**src/rtl/vga_pkg.sv**
```systemverilog
`default_nettype none
// ============================================================================
//  Module      : vga_pkg
//  Description : Shared screen defaults, coordinate-width helper and the
//                blitter state encoding for the VGA plot path.
//  Revision    : 1.0 - initial release
// ============================================================================
package vga_pkg;

   localparam int c_scr_w_default    = 160;
   localparam int c_scr_h_default    = 120;
   localparam int c_colour_w_default = 3;

   // One spare bit beyond what the extent needs, so a coordinate one past the
   // screen edge is still representable.
   function automatic int coord_w(input int extent);
      return $clog2(extent) + 1;
   endfunction

   typedef enum logic [1:0] {
      IDLE  = 2'd0,
      SCAN  = 2'd1,
      DRAIN = 2'd2
   } blit_state_t;

endpackage
`default_nettype wire

```
**src/rtl/pix_delay.sv**
```systemverilog
`default_nettype none
// ============================================================================
//  Module      : pix_delay
//  Description : DEPTH-stage x WIDTH-bit shift register with synchronous
//                active-low clear. Keeps per-pixel side data in step with
//                the image memory read latency.
//  Revision    : 1.0 - initial release
// ============================================================================
module pix_delay #(
   parameter int DEPTH = 1,
   parameter int WIDTH = 1
) (
   input  logic             clk,
   input  logic             reset,
   input  logic [WIDTH-1:0] din,
   output logic [WIDTH-1:0] dout
);

   logic [WIDTH-1:0] w_tap [DEPTH+1];

   assign w_tap[0] = din;
   assign dout     = w_tap[DEPTH];

   for (genvar gi = 0; gi < DEPTH; gi++) begin : g_stage
      logic [WIDTH-1:0] r_q;

      // One stage of the delay line; a clear empties every stage at once.
      always_ff @(posedge clk) begin
         if (!reset) begin
            r_q <= '0;
         end else begin
            r_q <= w_tap[gi];
         end
      end

      assign w_tap[gi+1] = r_q;
   end

endmodule
`default_nettype wire

```
**src/rtl/image_blitter.sv**
```systemverilog
`default_nettype none
// ============================================================================
//  Module      : image_blitter
//  Description : Copies one IMG_W x IMG_H image from external image memory to
//                screen position (dst_x, dst_y) on a start pulse, one pixel
//                per cycle, with latency alignment, edge clipping and an
//                optional transparent colour key.
//  Revision    : 1.0 - initial release
// ============================================================================
module image_blitter
   import vga_pkg::*;
#(
   parameter int                  SCR_W    = c_scr_w_default,
   parameter int                  SCR_H    = c_scr_h_default,
   parameter int                  IMG_W    = 160,
   parameter int                  IMG_H    = 120,
   parameter int                  COLOUR_W = c_colour_w_default,
   parameter int                  SEL_W    = 8,
   parameter int                  MEM_LAT  = 1,
   parameter int                  KEY_EN   = 0,
   parameter logic [COLOUR_W-1:0] KEY      = '0,
   localparam int                 XW       = coord_w(SCR_W),
   localparam int                 YW       = coord_w(SCR_H),
   localparam int                 AW       = (IMG_W * IMG_H > 1) ? $clog2(IMG_W * IMG_H) : 1
) (
   input  logic                clk,
   input  logic                reset,
   input  logic                start,
   input  logic [SEL_W-1:0]    sel,
   input  logic [XW-1:0]       dst_x,
   input  logic [YW-1:0]       dst_y,
   output logic                busy,
   output logic                done,
   output logic [AW-1:0]       mem_addr,
   output logic [SEL_W-1:0]    mem_sel,
   input  logic [COLOUR_W-1:0] mem_data,
   output logic [XW-1:0]       oX,
   output logic [YW-1:0]       oY,
   output logic [COLOUR_W-1:0] oColour,
   output logic                oPlot
);

   localparam int              c_cw       = $clog2(IMG_W + 1);
   localparam int              c_rw       = $clog2(IMG_H + 1);
   localparam logic [c_cw-1:0] c_col_last = c_cw'(IMG_W - 1);
   localparam logic [c_rw-1:0] c_row_last = c_rw'(IMG_H - 1);
   localparam logic [AW-1:0]   c_row_step = AW'(IMG_W);
   localparam logic [XW:0]     c_scr_w    = (XW + 1)'(SCR_W);
   localparam logic [YW:0]     c_scr_h    = (YW + 1)'(SCR_H);
   localparam int              c_pipe_w   = 1 + (XW + 1) + (YW + 1);

   blit_state_t         r_state;
   blit_state_t         w_state_next;

   logic [c_cw-1:0]     r_col;
   logic [c_rw-1:0]     r_row;
   logic [AW-1:0]       r_row_base;
   logic [XW-1:0]       r_dst_x;
   logic [XW:0]         r_scr_x;
   logic [YW:0]         r_scr_y;
   logic                r_out_valid;

   logic                w_issue_valid;
   logic                w_col_wrap;
   logic                w_last_pix;
   logic                w_drain_done;
   logic [c_pipe_w-1:0] w_pipe_in;
   logic [c_pipe_w-1:0] w_pipe_out;
   logic                w_dly_valid;
   logic [XW:0]         w_dly_x;
   logic [YW:0]         w_dly_y;
   logic                w_keyed;
   logic                w_plot;

   // The address on mem_addr is a live pixel exactly while scanning.
   assign w_issue_valid = (r_state == SCAN);
   assign w_col_wrap    = (r_col == c_col_last);
   assign w_last_pix    = w_col_wrap && (r_row == c_row_last);

   // The last pixel sits in the output register and nothing valid follows it.
   assign w_drain_done  = r_out_valid && !w_dly_valid;

   assign busy = (r_state != IDLE);

   // State register.
   always_ff @(posedge clk) begin
      if (!reset) begin
         r_state <= IDLE;
      end else begin
         r_state <= w_state_next;
      end
   end

   // Next-state logic: accept start only when idle, drain after the last issue.
   always_comb begin
      w_state_next = r_state;
      case (r_state)
         IDLE:    if (start)        w_state_next = SCAN;
         SCAN:    if (w_last_pix)   w_state_next = DRAIN;
         DRAIN:   if (w_drain_done) w_state_next = IDLE;
         default:                   w_state_next = IDLE;
      endcase
   end

   // Raster walk: latch the request, then step col/row and the address
   // incrementally so no multiplier is needed.
   always_ff @(posedge clk) begin
      if (!reset) begin
         mem_addr   <= '0;
         mem_sel    <= '0;
         r_col      <= '0;
         r_row      <= '0;
         r_row_base <= '0;
         r_dst_x    <= '0;
         r_scr_x    <= '0;
         r_scr_y    <= '0;
      end else if (r_state == IDLE) begin
         if (start) begin
            mem_sel    <= sel;
            r_dst_x    <= dst_x;
            r_col      <= '0;
            r_row      <= '0;
            r_row_base <= '0;
            mem_addr   <= '0;
            r_scr_x    <= {1'b0, dst_x};
            r_scr_y    <= {1'b0, dst_y};
         end
      end else if (r_state == SCAN && !w_last_pix) begin
         if (w_col_wrap) begin
            r_col      <= '0;
            r_row      <= r_row + 1'b1;
            r_row_base <= r_row_base + c_row_step;
            mem_addr   <= r_row_base + c_row_step;
            r_scr_x    <= {1'b0, r_dst_x};
            r_scr_y    <= r_scr_y + 1'b1;
         end else begin
            r_col      <= r_col + 1'b1;
            mem_addr   <= mem_addr + 1'b1;
            r_scr_x    <= r_scr_x + 1'b1;
         end
      end
   end

   assign w_pipe_in = {w_issue_valid, r_scr_x, r_scr_y};

   pix_delay #(
      .DEPTH (MEM_LAT),
      .WIDTH (c_pipe_w)
   ) u_pix_delay (
      .clk   (clk),
      .reset (reset),
      .din   (w_pipe_in),
      .dout  (w_pipe_out)
   );

   assign {w_dly_valid, w_dly_x, w_dly_y} = w_pipe_out;

   assign w_keyed = (KEY_EN != 0) && (mem_data == KEY);
   assign w_plot  = w_dly_valid && (w_dly_x < c_scr_w) && (w_dly_y < c_scr_h) && !w_keyed;

   // Output register: every valid pixel updates the plot bus, clipped or
   // keyed ones simply leave the strobe low.
   always_ff @(posedge clk) begin
      if (!reset) begin
         oX          <= '0;
         oY          <= '0;
         oColour     <= '0;
         oPlot       <= 1'b0;
         r_out_valid <= 1'b0;
      end else begin
         oPlot       <= w_plot;
         r_out_valid <= w_dly_valid;
         if (w_dly_valid) begin
            oX      <= w_dly_x[XW-1:0];
            oY      <= w_dly_y[YW-1:0];
            oColour <= mem_data;
         end
      end
   end

   // One-cycle completion pulse, issued as the FSM leaves DRAIN.
   always_ff @(posedge clk) begin
      if (!reset) begin
         done <= 1'b0;
      end else begin
         done <= (r_state == DRAIN) && w_drain_done;
      end
   end

endmodule
`default_nettype wire

```
**config.mk**
```make
export PLATFORM = sky130hd
export DESIGN_NAME = image_blitter
export DESIGN_NICKNAME = d
export VERILOG_FILES = /design/src/rtl/vga_pkg.sv /design/src/rtl/pix_delay.sv /design/src/rtl/image_blitter.sv
export SDC_FILE = /design/constraint.sdc
export NUM_CORES = 1
export LEC_CHECK = 0
export BUFFER_PORTS_ARGS = -buffer_cell sky130_fd_sc_hd__buf_4
export CAP_MARGIN = 25
export CORE_MARGIN = 5
export CORE_UTILIZATION = 51
export DETAILED_ROUTE_END_ITERATION = 8
export GPL_ROUTABILITY_DRIVEN = 0
export PLACE_DENSITY = 0.75
export SKIP_CTS_REPAIR_TIMING = 1
export SYNTH_ARGS = -nofsm -noshare
export SYNTH_HDL_FRONTEND = slang
export SYNTH_SLANG_ARGS = --single-unit
```
**constraint.sdc**
```tcl
create_clock -name clk -period 1.91 [get_ports clk]
set_clock_uncertainty 0.05 [all_clocks]
set_input_delay 0.0955 -clock clk [delete_from_list [all_inputs] [get_ports clk]]
set_output_delay 0.0955 -clock clk [all_outputs]
set_load 0.05 [all_outputs]
```
# Yosys cells after proc, flatten, opt, wreduce, memory -nomap -nowiden
# Cells that the tools add are included.
word_totals:
  register_bits: 126
  input_bits: 31
  output_inout_bits: 46
  word_cells: 74
classes:
  add_sub_neg: 6
  magnitude_cmp: 2
  n_eq_ne: 7
  n_mux: 27
  n_reduce_logical: 16
op_table:
  columns: ["operator", "n"]
  rows:
  - ["15-bit 2-to-1 mux", 7]
  - ["10-bit 2-to-1 mux", 4]
  - ["9-bit 2-to-1 mux", 4]
  - ["8-bit 2-to-1 mux", 4]
  - ["7-bit 2-to-1 mux", 4]
  - ["15-bit by 1-bit adder with 15-bit output (second input constant)", 1]
  - ["15-bit by 8-bit adder with 15-bit output (second input constant)", 1]
  - ["10-bit by 1-bit adder with 10-bit output (second input constant)", 1]
  - ["10-bit by 8-bit < comparator with 1-bit output (second input constant)", 1]
  - ["9-bit by 1-bit adder with 9-bit output (second input constant)", 1]
  - ["9-bit by 7-bit < comparator with 1-bit output (second input constant)", 1]
  - ["8-bit by 1-bit adder with 8-bit output (second input constant)", 1]
  - ["8-bit equality test (second input constant)", 1]
  - ["7-bit by 1-bit adder with 7-bit output (second input constant)", 1]
  - ["7-bit equality test (second input constant)", 1]
  - ["1-bit logical AND", 6]
  - ["2-bit 2-to-1 mux", 3]
  - ["2-bit one-hot mux with 3 select lines", 1]
  - ["3-bit AND reduction", 2]
  - ["2-bit nonzero test", 3]
  - ["2-bit inequality test (second input constant)", 2]
  - ["2-bit AND reduction", 2]
  - ["2-bit by 1-bit equality test with 1-bit output (second input constant)", 1]
  - ["2-bit equality test (second input constant)", 1]
  - ["3 further kinds", 4]

# Logic depth before layout (Yosys ltp)
logic_depth:
  word_depth: 6
  ltp_mapped: 9
  ltp_nobuf: 6

# By module
# Synthesis repeated with hierarchy kept, for this count alone.
unflattened:
  cells_unflattened: 640
  hier_area_um2: 5424.0
modules_own_cells:
  columns: ["mod", "instances", "cells_per_inst", "area_per_inst_um2", "seq_area_each_um2"]
  rows:
  - ["image_blitter", 1, 598, 4862.2, 2021.9]
  - ["pix_delay", 1, 42, 561.8, 400.4]

# Least setup slack after synthesis
# No wires, ideal clock.
synth_timing:
  kind: "reg-to-reg"
  from: "reg mem_addr[0]"
  to: "reg mem_addr[14]"
  setup_time_ps: 129
  arrival_time_ps: 1734
  required_time_ps: 1731
  setup_slack_ps: -3
  path_stages_with_launch: 7
  path_buffers: 0
  synth_period_minus_slack_ps: 1913
  path_cell_list: "dfxtp_1 ha_1 and4_1 nand3_1 o21a_1 o21ai_0 o211ai_1"
synth_between:
  elab_chain_cells: 4
synth_rtl:
  columns: ["item", "line", "text"]
  rows:
  - ["from (decl)", "image_blitter.sv:34", "output logic [AW-1:0] mem_addr,"]
  - ["from (signal assigned)", "image_blitter.sv:133", "mem_addr <= r_row_base + c_row_step;"]
  - ["from (signal assigned)", "image_blitter.sv:138", "mem_addr <= mem_addr + 1'b1;"]
  - ["15-bit by 1-bit adder with 15-bit output", "image_blitter.sv:138", null]
  - ["15-bit 2-to-1 mux", "image_blitter.sv:129", "if (w_col_wrap) begin"]
  - ["15-bit 2-to-1 mux", "image_blitter.sv:128", "end else if (r_state == SCAN && !w_last_pix) begin"]
  - ["15-bit 2-to-1 mux", "image_blitter.sv:117", "end else if (r_state == IDLE) begin"]
# Every way passes these cells. The select of a mux whose other input is x is not followed.
# A chain may end at the register's enable or synchronous reset.

# Worst setup path in the final report
layout_timing:
  from: "reg r_row[1]"
  to: "reg r_scr_y[8]"
layout_between:
  elab_chain_cells: 6
layout_rtl:
  columns: ["item", "line", "text"]
  rows:
  - ["from (decl)", "image_blitter.sv:56", "logic [c_rw-1:0] r_row;"]
  - ["from (signal assigned)", "image_blitter.sv:131", "r_row <= r_row + 1'b1;"]
  - ["7-bit equality test", "image_blitter.sv:78", "assign w_last_pix = w_col_wrap && (r_row == c_row_last);"]
  - ["1-bit logical AND", "image_blitter.sv:78", null]
  - ["1-bit zero test", "image_blitter.sv:128", null]
  - ["1-bit logical AND", "image_blitter.sv:128", null]
  - ["2-bit nonzero test (no source line)", null, null]
  - ["3-bit AND reduction (no source line)", null, null]
  - ["to (signal assigned)", "image_blitter.sv:126", "r_scr_y <= {1'b0, dst_y};"]
  - ["to (signal assigned)", "image_blitter.sv:135", "r_scr_y <= r_scr_y + 1'b1;"]
  - ["to (decl)", "image_blitter.sv:60", "logic [YW:0] r_scr_y;"]
# Every way passes these cells.

==> metrics.csv <==
stage;metric;value;unit
setup_path;crit_buf_inv;1;
worst_hold_path;holdPathEnd;r_scr_y[0]$_SDFFE_PN0P_;
sta;setup_viol;0;
clocking;clock-sinks;121;
clocking;cts-root-buf;clkbuf_8;
logic_synthesis;synth_cell_types;66;
sta;slew_violations;0;
clocking;clk_pin_slew;0.06;ns
route;drc;0;
global_route;grt_use_total;23.1;%
route;wl;15100;um
sta;relSlewSlack;72.3;%
clocking;clock_latency;0.53;ns
sta;tightest_slew;0.412;ns
sta;finalHoldViolCount;0;
clocking;cts_buffers;17;
global_route;grt_pass1_vias;4827;
route;ant_nets;0;
worst_hold_path;worstHoldPathType;input port to flop;
floorplan;die_h;112;um
setup_path;rr_worst_depth;7;
route;viasPerCell;5.73;
setup_path;cpPeakStageDelay;0.47;ns
setup_path;r2r_end;r_scr_y[8]$_SDFFE_PN0P_;
logic_synthesis;syn_nets;645;
setup_path;end_kind;flop;
placement;postPlaceCellArea;6310;um^2
layout;nets;788;
placement;portBuffers;76;
layout;design_area;7350;um^2
global_route;grt_pass1_wl;23800;um
logic_synthesis;ys_ff_latch;121;
clocking;cts_tree;done;
clocking;cts.htree.levels;4;
pwr;power_density;874;nW/um^2
pwr;p_leak;2.92;nW
route;avgRoutedWirePerCell;16.8;um
pwr;irDropWorstVdd;0.581;mV
logic_synthesis;yosysWarningCount;0;
global_route;grt_overflow;0;
layout;drive_above_1_share;25.8;%
logic_synthesis;synth_edf_count;0;
setup_path;r2r_start;r_row[1]$_SDFFE_PN0P_;
placement;place_ws;-0.0554;ns
sta;rsz0062_at_grt;yes;
sta;fin_crit_sh;97.9;%
worst_hold_path;min-delay-start;start;
layout;multi_input_area;2800;um^2
layout;regArea;2430;um^2
setup_path;worstPathArrival;2.24;ns
floorplan;initial_core_util;52.0;%
logic_synthesis;synthesis.area;5320;um^2
global_route;antenna_found_initial;0;
worst_hold_path;min_path_cells;5;
floorplan;placementRows;37;
floorplan;die_w;112;um
route;route.vias.total;5158;
floorplan;fp.coreArea;10200;um^2
flow_run;maxCapViolations;0;
layout;n_antenna_cell;0;
setup_path;r2r_setup_slack;0.04;ns
global_route;grt_max_degree;51;
setup_path;cp_top_family;compound AO/OA/AOI/OAI gates;
route;drt-initial-drc-count;465;
logic_synthesis;netlist_instances;608;
outcome;status;finished, final reports clean;
setup_path;crit_slowest_cell;a2111oi_4;
setup_path;cp_max_fo;6;
placement;hpwl;9810;um
clocking;clk_path_buf_depth;2;
logic_synthesis;ys_seq_area_share;45.5;%
sta;timing.final.ws_setup;0.0404;ns
logic_synthesis;ys_dominant_reg_cell;dfxtp_1;
floorplan;die-area;12600;um^2
logic_synthesis;synth-async-reset-ratio;0;%
setup_path;path_cells;ha_4 > and3_4 > a2111oi_4 > buf_4 > o211ai_1 > xor2_1 > nor2_1;
setup_path;critPathKind;flop to flop;
logic_synthesis;avgSynthCellArea;8.75;um^2
setup_path;crit_start;r_row[1]$_SDFFE_PN0P_;
sta;max_freq;535;MHz
setup_path;crit_required;2.28;ns
layout;fill_cells;736;
floorplan;ios;77;
layout;area_delta_synth_final;38.2;%
sta;layout_min_cycle_time;1.87;ns
route;first_pass_iters;6;
setup_path;cp-start-kind;flop;
## worst min-delay path, cell delays in order
cell and delay, ns:
buf_4 0.13, inv_1 0.11, or3_1 0.12, a21oi_1 0.05
a21oi_1 0.10
## worst max-delay path by stage
stage / endpoint / slack (ns) / depth (start not counted)
4_1_cts: busy / -0.12 / 5
3_3_place_gp: mem_addr[7]$_SDFFE_PN0P_ / 0.02 / 6
3_5_place_dp: mem_addr[7]$_SDFFE_PN0P_ / -0.06 / 6
2_1_floorplan: mem_addr[14]$_SDFFE_PN0P_ / 0.006 / 6
6_report: r_scr_y[8]$_SDFFE_PN0P_ / 0.04 / 7
5_1_grt: r_scr_y[8]$_SDFFE_PN0P_ / -0.07 / 7
## placed cells by master (no fill, tap or decap), drive strengths merged, types with 3 or more instances in the layout
| master | Yosys | final |
|---|---|---|
| a21oi | 44 | 44 |
| a21o | 6 | 6 |
| nor2 | 66 | 66 |
| a31oi | 5 | 5 |
| nor3 | 7 | 7 |
| xor2 | 16 | 16 |
| inv | 11 | 19 |
| nand3b | 3 | 3 |
| and2 | 19 | 19 |
| o22ai | 4 | 4 |
| and4 | 4 | 4 |
| dlygate4sd3 | 0 | 29 |
| nand4 | 20 | 20 |
| xnor2 | 11 | 11 |
| nand2 | 81 | 81 |
| o21ai | 33 | 33 |
| o211ai | 8 | 8 |
| mux2i | 22 | 22 |
| ha | 6 | 6 |
| buf | 16 | 128 |
| a2111oi | 4 | 4 |
| nor4 | 6 | 6 |
| a22oi | 3 | 3 |
| clkbuf | 17 | 17 |
| dfxtp | 121 | 121 |
| o21a | 3 | 3 |
| and3 | 5 | 5 |
| o31ai | 8 | 8 |
| nand3 | 20 | 20 |
| clkinvlp | 0 | 3 |
| clkinv | 0 | 3 |
## kinds of logic after synthesis
group	synth area share, %
buffers and inverters	3.76
xor gates and xnor gates	4.45
and+or+nand+nor	22.8
adders and majority gates	1.41
muxes	4.35
DFF	45.5
AOI/OAI and AO/OA	17.7
## layer usage
metal / global-route usage [%] / share of wire (%) / up-vias
met4: 9.29 / 2.3 / 0
met5: 0 / 0 / -
met3: 5.71 / 7.2 / 45
met2: 37.0 / 47 / 224
met1: 29.9 / 43 / 2435
li1: - / - / 2454
## stage by stage
step | instances | setup TNS, ns | hold slack, ns | power (mW) | util [%]
floorplan | 608 | 0 | 0.181 | 3.08 | -
global placement | 833 | 0 | 0.283 | 3.29 | 61.7
detailed placement | 833 | -0.0554 | 0.295 | 3.30 | 61.7
CTS | 865 | -0.287 | -0.253 | 6.36 | 67.3
global route | 900 | -0.212 | 0.118 | 6.63 | 71.8
finish | 900 | 0 | 0.0807 | 6.42 | 71.8
## Yosys cell counts, drive strengths merged, types with 2 or more instances
cell | number | area (um^2)
or2 | 2 | 12.5
a211oi | 2 | 15.0
mux2i | 22 | 220
nor4 | 6 | 37.5
o311a | 2 | 20.0
nand3 | 20 | 113
nor2 | 66 | 255
ha | 6 | 75.1
a22oi | 3 | 22.5
nand3b | 3 | 22.5
inv | 11 | 41.3
nand2 | 81 | 307
o2111ai | 2 | 17.5
dfxtp | 121 | 2420
a22o | 2 | 17.5
and2 | 19 | 119
a2111oi | 4 | 60.1
nor3 | 7 | 35.0
and3 | 5 | 31.3
and4 | 4 | 35.0
o211ai | 8 | 60.1
o32ai | 2 | 17.5
clkbuf | 17 | 63.8
buf | 16 | 95.1
nand4 | 20 | 125
o21a | 3 | 22.5
or3 | 2 | 12.5
a31oi | 5 | 31.3
xor2 | 16 | 140
xnor2 | 11 | 96.3
a21o | 6 | 45.0
a21oi | 44 | 220
o22ai | 4 | 25.0
o31ai | 8 | 60.1
nor2b | 2 | 12.5
o32a | 2 | 20.0
o21ai | 33 | 165
## state kept, by name, indices dropped and copies added (netlist names)
register and flops:
oX 9, r_out_valid 1, r_state 2, oPlot 1, oColour 3, oY 8, mem_sel 8, r_dst_x 9
done 1, r_scr_y 9, r_scr_x 10, u_pix_delay.dout 20, r_row_base 10, r_row 7, mem_addr 15, r_col 8
## final cells by class
type / instances / area share, %
Multi-Input combinational cell: 443 / 38.1
Clock inverter: 15 / 2.15
Tap cell: 136 / 2.32
Clock buffer: 17 / 5.64
Sequential cell: 121 / 33.1
Inverter: 11 / 0.562
Timing Repair Buffer: 157 / 18.2
## power breakdown
group          switching (mW)  internal (mW)
combinational           0.366          0.289
sequential             0.0777           2.61
clock                    1.30           1.77
total                    1.74           4.68
No activity file was read; power rests on OpenSTA's default activity.
